File: config.mk
export PLATFORM = sky130hd
export DESIGN_NAME = ysyx_25040129_axil_xbar_1ton
export DESIGN_NICKNAME = d
export VERILOG_FILES = /design/src/rtl/ysyx_25040129_xbar_pkg.sv /design/src/rtl/ysyx_25040129_xbar_dec.sv /design/src/rtl/ysyx_25040129_axil_xbar_1ton.sv
export SDC_FILE = /design/constraint.sdc
export NUM_CORES = 1
export LEC_CHECK = 0
export ABC_AREA = 1
export CORE_AREA = 4 4 234 236
export DETAILED_ROUTE_END_ITERATION = 10
export DIE_AREA = 0 0 238 240
export HOLD_SLACK_MARGIN = 0.02
export PLACE_DENSITY = 0.41
export RECOVER_POWER = 25
export SLEW_MARGIN = 15
export SYNTH_ARGS = -nofsm -noshare
export SYNTH_HDL_FRONTEND = slang
export SYNTH_SLANG_ARGS = --single-unit
File: constraint.sdc
create_clock -name clk -period 3.5 [get_ports clk]
set_clock_uncertainty 0.2 [all_clocks]
set_input_delay 0.7 -clock clk [delete_from_list [all_inputs] [get_ports clk]]
set_output_delay 0.7 -clock clk [all_outputs]
set_load 0.01 [all_outputs]
File: src/rtl/ysyx_25040129_xbar_pkg.sv
// Shared types for the AXI4-Lite 1-to-N crossbar: response codes, FSM states,
// and the saturating error-counter helper.
package ysyx_25040129_xbar_pkg;

    localparam logic [1:0] RESP_OKAY   = 2'b00;
    localparam logic [1:0] RESP_SLVERR = 2'b10;
    localparam logic [1:0] RESP_DECERR = 2'b11;

    typedef enum logic [2:0] {
        R_IDLE,
        R_ADDR,
        R_DATA,
        R_EARD,
        R_ERSP
    } rd_state_e;

    typedef enum logic [2:0] {
        W_IDLE,
        W_FWD,
        W_RESP,
        W_EADR,
        W_ERSP
    } wr_state_e;

    function automatic logic [7:0] sat_add8(input logic [7:0] a, input logic [1:0] b);
        logic [8:0] s;
        s = {1'b0, a} + {7'd0, b};
        return s[8] ? 8'hFF : s[7:0];
    endfunction

endpackage

File: src/rtl/ysyx_25040129_xbar_dec.sv
// Address decoder: matches addr against per-slave base/mask windows,
// lowest index wins; reports hit, one-hot select and binary index.
module ysyx_25040129_xbar_dec #(
    parameter int                     N_SLV    = 3,
    parameter int                     ADDR_W   = 32,
    parameter int                     IDX_W    = 2,
    parameter logic [N_SLV*ADDR_W-1:0] SLV_BASE = '0,
    parameter logic [N_SLV*ADDR_W-1:0] SLV_MASK = '0
) (
    input  logic [ADDR_W-1:0] addr,
    output logic              hit,
    output logic [N_SLV-1:0]  sel,
    output logic [IDX_W-1:0]  idx
);

    always_comb begin
        sel = '0;
        idx = '0;
        // Walk downwards so the lowest matching index is the one left standing.
        for (int i = N_SLV - 1; i >= 0; i--) begin
            if ((addr & SLV_MASK[i*ADDR_W +: ADDR_W]) == SLV_BASE[i*ADDR_W +: ADDR_W]) begin
                sel    = '0;
                sel[i] = 1'b1;
                idx    = IDX_W'(i);
            end
        end
        hit = |sel;
    end

endmodule

File: src/rtl/ysyx_25040129_axil_xbar_1ton.sv
// AXI4-Lite 1-to-N crossbar: independent read and write FSMs, local DECERR for
// unmapped addresses and SLVERR for writes to read-only slaves.
module ysyx_25040129_axil_xbar_1ton
    import ysyx_25040129_xbar_pkg::*;
#(
    parameter int                      N_SLV     = 3,
    parameter int                      ADDR_W    = 32,
    parameter int                      DATA_W    = 32,
    parameter logic [N_SLV*ADDR_W-1:0] SLV_BASE  = {32'h1000_0000, 32'h0200_0000, 32'h0000_0000},
    parameter logic [N_SLV*ADDR_W-1:0] SLV_MASK  = {32'hFFFF_F000, 32'hFF00_0000, 32'h0000_0000},
    parameter logic [N_SLV-1:0]        SLV_WR_EN = 3'b101,
    localparam int                     STRB_W    = DATA_W / 8
) (
    input  logic                     clk,
    input  logic                     rst,
    input  logic [ADDR_W-1:0]        araddr,
    input  logic                     arvalid,
    input  logic [2:0]               arsize,
    output logic                     arready,
    output logic [DATA_W-1:0]        rdata,
    output logic [1:0]               rresp,
    output logic                     rvalid,
    input  logic                     rready,
    input  logic [ADDR_W-1:0]        awaddr,
    input  logic                     awvalid,
    output logic                     awready,
    input  logic [DATA_W-1:0]        wdata,
    input  logic [STRB_W-1:0]        wstrb,
    input  logic                     wvalid,
    output logic                     wready,
    output logic [1:0]               bresp,
    output logic                     bvalid,
    input  logic                     bready,
    output logic [N_SLV*ADDR_W-1:0]  m_araddr,
    output logic [N_SLV-1:0]         m_arvalid,
    output logic [N_SLV*3-1:0]       m_arsize,
    input  logic [N_SLV-1:0]         m_arready,
    input  logic [N_SLV*DATA_W-1:0]  m_rdata,
    input  logic [N_SLV*2-1:0]       m_rresp,
    input  logic [N_SLV-1:0]         m_rvalid,
    output logic [N_SLV-1:0]         m_rready,
    output logic [N_SLV*ADDR_W-1:0]  m_awaddr,
    output logic [N_SLV-1:0]         m_awvalid,
    input  logic [N_SLV-1:0]         m_awready,
    output logic [N_SLV*DATA_W-1:0]  m_wdata,
    output logic [N_SLV*STRB_W-1:0]  m_wstrb,
    output logic [N_SLV-1:0]         m_wvalid,
    input  logic [N_SLV-1:0]         m_wready,
    input  logic [N_SLV*2-1:0]       m_bresp,
    input  logic [N_SLV-1:0]         m_bvalid,
    output logic [N_SLV-1:0]         m_bready,
    output logic [7:0]               err_cnt
);

    localparam int IDX_W = (N_SLV > 1) ? $clog2(N_SLV) : 1;

    logic             ar_hit, aw_hit;
    logic [N_SLV-1:0] ar_sel, aw_sel;
    logic [IDX_W-1:0] ar_idx, aw_idx;

    ysyx_25040129_xbar_dec #(.N_SLV(N_SLV), .ADDR_W(ADDR_W), .IDX_W(IDX_W),
        .SLV_BASE(SLV_BASE), .SLV_MASK(SLV_MASK))
    u_ar_dec (.addr(araddr), .hit(ar_hit), .sel(ar_sel), .idx(ar_idx));

    ysyx_25040129_xbar_dec #(.N_SLV(N_SLV), .ADDR_W(ADDR_W), .IDX_W(IDX_W),
        .SLV_BASE(SLV_BASE), .SLV_MASK(SLV_MASK))
    u_aw_dec (.addr(awaddr), .hit(aw_hit), .sel(aw_sel), .idx(aw_idx));

    rd_state_e        r_state;
    wr_state_e        w_state;
    logic [N_SLV-1:0] r_oh, w_oh;
    logic [IDX_W-1:0] r_idx, w_idx;
    logic [1:0]       w_err_resp;
    logic             aw_done, w_done;

    // Read channel routing; the selection is registered, so slave ready never feeds slave valid.
    always_comb begin
        m_araddr  = '0;
        m_arsize  = '0;
        m_arvalid = '0;
        m_rready  = '0;
        arready   = 1'b0;
        rvalid    = 1'b0;
        rdata     = '0;
        rresp     = RESP_OKAY;
        case (r_state)
            R_ADDR: begin
                m_arvalid = r_oh & {N_SLV{arvalid}};
                for (int i = 0; i < N_SLV; i++) begin
                    if (r_oh[i]) begin
                        m_araddr[i*ADDR_W +: ADDR_W] = araddr;
                        m_arsize[i*3 +: 3]           = arsize;
                    end
                end
                arready = |(r_oh & m_arready);
            end
            R_DATA: begin
                m_rready = r_oh & {N_SLV{rready}};
                rvalid   = m_rvalid[r_idx];
                rdata    = m_rdata[r_idx*DATA_W +: DATA_W];
                rresp    = m_rresp[r_idx*2 +: 2];
            end
            R_EARD: arready = 1'b1;
            R_ERSP: begin
                rvalid = 1'b1;
                rresp  = RESP_DECERR;
            end
            default: ;
        endcase
    end

    // Write channel routing; AW and W are masked off individually once accepted.
    always_comb begin
        m_awaddr  = '0;
        m_awvalid = '0;
        m_wdata   = '0;
        m_wstrb   = '0;
        m_wvalid  = '0;
        m_bready  = '0;
        awready   = 1'b0;
        wready    = 1'b0;
        bvalid    = 1'b0;
        bresp     = RESP_OKAY;
        case (w_state)
            W_FWD: begin
                m_awvalid = w_oh & {N_SLV{awvalid & ~aw_done}};
                m_wvalid  = w_oh & {N_SLV{wvalid & ~w_done}};
                for (int i = 0; i < N_SLV; i++) begin
                    if (w_oh[i]) begin
                        m_awaddr[i*ADDR_W +: ADDR_W] = awaddr;
                        m_wdata[i*DATA_W +: DATA_W]  = wdata;
                        m_wstrb[i*STRB_W +: STRB_W]  = wstrb;
                    end
                end
                awready = ~aw_done & |(w_oh & m_awready);
                wready  = ~w_done & |(w_oh & m_wready);
            end
            W_RESP: begin
                m_bready = w_oh & {N_SLV{bready}};
                bvalid   = m_bvalid[w_idx];
                bresp    = m_bresp[w_idx*2 +: 2];
            end
            W_EADR: begin
                awready = 1'b1;
                wready  = 1'b1;
            end
            W_ERSP: begin
                bvalid = 1'b1;
                bresp  = w_err_resp;
            end
            default: ;
        endcase
    end

    always_ff @(posedge clk) begin
        if (rst) begin
            r_state <= R_IDLE;
            r_oh    <= '0;
            r_idx   <= '0;
        end else begin
            case (r_state)
                R_IDLE: if (arvalid) begin
                    r_oh    <= ar_sel;
                    r_idx   <= ar_idx;
                    r_state <= ar_hit ? R_ADDR : R_EARD;
                end
                R_ADDR:  if (arvalid && arready) r_state <= R_DATA;
                R_DATA:  if (rvalid && rready) r_state <= R_IDLE;
                R_EARD:  r_state <= R_ERSP;
                R_ERSP:  if (rready) r_state <= R_IDLE;
                default: r_state <= R_IDLE;
            endcase
        end
    end

    always_ff @(posedge clk) begin
        if (rst) begin
            w_state    <= W_IDLE;
            w_oh       <= '0;
            w_idx      <= '0;
            w_err_resp <= RESP_OKAY;
            aw_done    <= 1'b0;
            w_done     <= 1'b0;
        end else begin
            case (w_state)
                W_IDLE: if (awvalid && wvalid) begin
                    w_oh       <= aw_sel;
                    w_idx      <= aw_idx;
                    aw_done    <= 1'b0;
                    w_done     <= 1'b0;
                    w_err_resp <= aw_hit ? RESP_SLVERR : RESP_DECERR;
                    w_state    <= (aw_hit && |(aw_sel & SLV_WR_EN)) ? W_FWD : W_EADR;
                end
                W_FWD: begin
                    aw_done <= aw_done | (awvalid & awready);
                    w_done  <= w_done | (wvalid & wready);
                    if ((aw_done | (awvalid & awready)) && (w_done | (wvalid & wready)))
                        w_state <= W_RESP;
                end
                W_RESP:  if (bvalid && bready) w_state <= W_IDLE;
                W_EADR:  w_state <= W_ERSP;
                W_ERSP:  if (bready) w_state <= W_IDLE;
                default: w_state <= W_IDLE;
            endcase
        end
    end

    // Only locally generated error responses are counted, not slave errors passed through.
    always_ff @(posedge clk) begin
        if (rst) begin
            err_cnt <= '0;
        end else begin
            err_cnt <= sat_add8(err_cnt, {1'b0, (r_state == R_ERSP) && rready}
                                       + {1'b0, (w_state == W_ERSP) && bready});
        end
    end

endmodule

* After elaboration in Yosys (flattened, before gate mapping) *
Index checks and enable logic that the tools add are counted.

storage, ports and cells
  bits in registers = 18
  output and inout bits = 373
  word-level logic and storage cells = 98
  bits of input ports = 233

cells by class
  add/sub/neg operators = 2
  mux-type cells = 37
  reduce and logical (&&, ||, !) cells = 18
  equal/unequal tests = 16
  bitwise operators = 18

operator list
  cell                count
  $mux 32             7
  $mux 3              15
  $pmux 3 s5          2
  $and 1x3->3         8
  $ne 2x2->1 const B  8
  $pmux 1 s2          7
  $eq 3x2->1 const B  4
  $add 8x2->9         1
  $reduce_or 3->1     3
  $mux 4              2
  $mux 8              1
  $pmux 2 s2          2
  $reduce_and 4->1    2
  $logic_and 1x1->1   7
  $and 1x1->1         6
  $eq 3x1->1 const B  2
  $eq 3x3->1 const B  2
  $logic_not 3->1     2
  $reduce_and 2->1    3
  $add 1x1->2         1
  $not 1->1           2
  $or 1x1->1          2
  $reduce_bool 2->1   1
  $mux 1              1

* Depth between registers and ports, before layout *
  depth after elaboration = 9
  depth in mapped cells = 12
  mapped depth without buffers = 12

* Hierarchy *
From an unflattened synthesis, not the netlist that was laid out.

second synthesis, totals
  cells, all modules = 887
  area, all modules = 4190.3 sq um

modules (own cells, without submodules)
  module                        area an instance (sq um)  times used  sequential area each (sq um)  cells each
  ysyx_25040129_axil_xbar_1ton  4085.2                    1           560.5                         871
  ysyx_25040129_xbar_dec        52.6                      2           0.0                           8

* Worst setup path before layout *
OpenSTA, ideal clock, no wires.

  kind = input to register
  start point = input rready
  end point = register err_cnt[4]
  buffers on the path = 0
  arrival = 1.859 ns
  setup time = 0.115 ns
  setup slack = 1.326 ns
  cell stages on the path = 9
  required time = 3.185 ns
  cells stage by stage = inv_1 -> nor2_1 -> fa_1 -> nand3_1 -> nor2_1 -> nand2_1 -> inv_1 -> o21ai_0 -> inv_1

between the ends
  cells in the longest elaborated chain, start to end = 4

RTL lines
  element               RTL line                             source
  start, declared       ysyx_25040129_axil_xbar_1ton.sv:23   input logic rready,
  $logic_and 1x1->1     ysyx_25040129_axil_xbar_1ton.sv:213  err_cnt <= sat_add8(err_cnt, {1'b0, (r_state == R_ERSP) && rready}
  $add 1x1->2           ysyx_25040129_axil_xbar_1ton.sv:214  + {1'b0, (w_state == W_ERSP) && bready});
  $add 8x2->9           ysyx_25040129_xbar_pkg.sv:27         s = {1'b0, a} + {7'd0, b};
  $mux 8                ysyx_25040129_xbar_pkg.sv:28         return s[8] ? 8'hFF : s[7:0];
  end signal, assigned  ysyx_25040129_axil_xbar_1ton.sv:213
  end, declared         ysyx_25040129_axil_xbar_1ton.sv:52   output logic [7:0] err_cnt

No other way between the ends.
A chain may end at the register's enable or synchronous reset.

* Worst setup path after layout *
  start point = register w_state[0]
  end point = output m_wdata[29]

between the ends
  cells in the longest elaborated chain, start to end = 2

RTL lines
  element                 RTL line                             source
  start, declared         ysyx_25040129_axil_xbar_1ton.sv:70   wr_state_e w_state;
  start signal, assigned  ysyx_25040129_axil_xbar_1ton.sv:192  w_state <= (aw_hit && |(aw_sel & SLV_WR_EN)) ? W_FWD : W_EADR;
  $eq 3x1->1              ysyx_25040129_axil_xbar_1ton.sv:124  case (w_state)
  $mux 32                 ysyx_25040129_axil_xbar_1ton.sv:124
  end, declared           ysyx_25040129_axil_xbar_1ton.sv:45   output logic [N_SLV*DATA_W-1:0] m_wdata,

No other way between the ends.

==> reports/qor.txt <==
outcome: finished clean
wire length of the first global-routing pass: 21370 um
Iter 0 DRT Violations: 52
Die Wd: 238 um
Hold-fix buffers, CTS: 0
DP Wirelength: 13940 um
via count: 4270
routability cong.: 0.8017
area of the multi-input gates: 2225 um2
clk_lat worst skew: 0.28 ns
unrepaired setup endpoints after global routing: no
Worst setup EP type: primary output
Crit Path Max Fanout: 49
share of the synthesized area in the top cell type: 0.4310
most used flip-flop cell after synthesis: dfxtp_1
sequential fraction of the synthesis area: 0.09578
# diodes: 0
Seq cells post-synth: 18
Syn Inst Count: 658
Synth area leader: buf_4
PD cells: 144.9 nW/um2
ANT nets after route: 0
CTS tree: done
area grow syn2layout: 84.00%
number of flops mapped to enable cells by yosys: 0
Reg area: 361.6 um2
Fillers: 6082
Slew Viols, Final: 0
post-placement cell area: 6852 um2
Worst Tran Pin Value: 0.8502 ns
R2R Setup Slk: 0.99 ns
TritonRoute pass-1 iters: 4
commonest non-fill, non-tap cell in the layout: clkdlybuf4s50_1
die area: 57120 um2
Final Instance Area: 6923 um2
CTS root buffer: clkbuf_16
die outline height: 240 um
Arr. time, crit path: 2.32 ns
Total Routing Usage GR: 0.04836
reg2reg end: err_cnt[4]
Mapped Area: 3762 um2
Routed WL per cell: 9.727 um
vias in the first global route: 4013
WL final: 15950 um
critical path depth in cells: 5
final setup vio count: 0
DRC: 0
Via-to-Cell Ratio: 2.604
number of max-cap violations: 0
asr flop ratio synth: 0
Starting Density: 0.07174
I/O Buffers: 307
Lkg Pwr: 0.002904 uW
Worst path max stage delay: 0.61 ns
Slowest cell on crit path: clkdlybuf4s50_1
Final Hold Vio Count: 0
post-route insts no fill: 1640
core area: 52450 um2
Area contributors post-synth: buf_4 (43%), nor2_1 (15%), nand2_1 (12%), dfxtp_1 (9.6%), inv_1 (5.9%)
Crit path max-delay family: buffers and inverters
Remaining Overflow, GRT: 0
Worst-path clk slew: 0.07 ns
worst r2r src: r_state[1]
I/O pin cnt: 606
layout net count: 1187
crit share post-route: 0.9206
crit path from: w_state[0]
Worst setup SP type: flip-flop
Placed Cells: 1636
cells along the critical path: inv_1, nor3_4, inv_2, nor2_1, clkdlybuf4s50_1
Cell variety after synth: 29
slew margin rel.: 0.4332
pin count of the biggest net entering global routing: 71
initial antenna violation count: 0
Post-CTS Setup Inserts: 0
minimum clock period after layout: 3.222 ns
Clock Tree Buf Depth: 2
R2R cell count: 13
CP Capture Point: m_wdata[29]
H-tree levels: 1
crit path kind: flip-flop to primary output
Sum Neg Setup Slack: 0 ns
CP bufs+invs: 3
hold crit path type: flip-flop to flip-flop
Sinks on Clock Net: 18
Max IR drop VDD: 0.0001367 V
fmax: 310.4 MHz
Synth Warn #: 0
layout cells sized above 1: 0.02731
syn_area_per_cell: 5.718 um2
Post-CTS Resized: 0
Req. time, crit path: 2.60 ns
most frequent cells in the layout: clkdlybuf4s50_1 (277), conb_1 (216), nor2_1 (154)
site row count: 84
CTS buffer count: 3
-- routing by layer --
| metal | global-route usage | wire length [um] | vias to the layer above |
|---|---|---|---|
| met5 | 0 | 0 | - |
| met4 | 0.01618 | 348 | 0 |
| li1 | - | - | 2105 |
| met2 | 0.09231 | 8169 | 337 |
| met1 | 0.04088 | 4899 | 1818 |
| met3 | 0.03028 | 2535 | 10 |
-- metrics by stage --
step	setup slack (ns)	hold WS, ns	total power (uW)	utilization
after detailed placement	0.3989	0.2786	710.6	0.1306
after global routing	0.06779	0.3229	1088	0.1320
final	0.2779	0.2825	1003	0.1320
after CTS	0.1900	0.2919	1041	0.1323
after global placement	0.4146	0.2745	709.7	0.1306
after floorplan	1.326	0.2757	626.7	-
-- flip-flops by register name, indices dropped and copies added (netlist names) --
signal and flops:
w_err_resp 1, r_oh 1, w_done 1, w_state 3, r_state 3, aw_done 1
err_cnt 8
-- worst min path at each step --
stage                     startpoint          to  slack (ns)  depth (start not counted)
after floorplan           w_state[0]  w_state[2]        0.28                          2
after detailed placement  err_cnt[7]  err_cnt[6]        0.28                          2
after global routing      err_cnt[7]  err_cnt[6]        0.32                          2
after CTS                 err_cnt[7]  err_cnt[6]        0.29                          2
final                     err_cnt[7]  err_cnt[6]        0.28                          2
after global placement    err_cnt[7]  err_cnt[6]        0.27                          2
-- tightest hold or removal path, cell delays in order (launching register included) --
cell,delay (ns)
dfxtp_1,0.33
inv_1,0.05
a21oi_1,0.05
-- power breakdown --
| part | total (uW) | internal, uW | switching, uW | leakage [uW] |
|---|---|---|---|---|
| Sequential | 212 | 209 | 2.99 | 0.000146 |
| Combinational | 493 | 223 | 270 | 0.00271 |
| Clock | 298 | 176 | 122 | 0.0000442 |
-- synth_stat cells, types with 3 or more instances --
cell	count
buf_4	216
nor2_1	154
nand2_1	121
inv_1	59
dfxtp_1	18
buf_2	17
a21oi_1	16
nand3_1	12
o21ai_0	8
clkbuf_1	7
nand2_2	3
nor4_2	3
-- layout make-up --
class	count	share of cell area
tap	688	0.1243
timing repair buffer	317	0.4556
inverter	62	0.03362
sequential	18	0.05223
multi-input combinational	551	0.3213
clock buffer	4	0.01283
-- logic make-up after synthesis --
family                     synth area share
xor gates and xnor gates           0.006985
other                             0.0009967
DFF                                 0.09578
adders and majority gates          0.005321
AOI/OAI and AO/OA                   0.03991
buffers and inverters                0.5244
and+or+nand+nor                      0.3266
No activity file was read; power rests on OpenSTA's default activity.
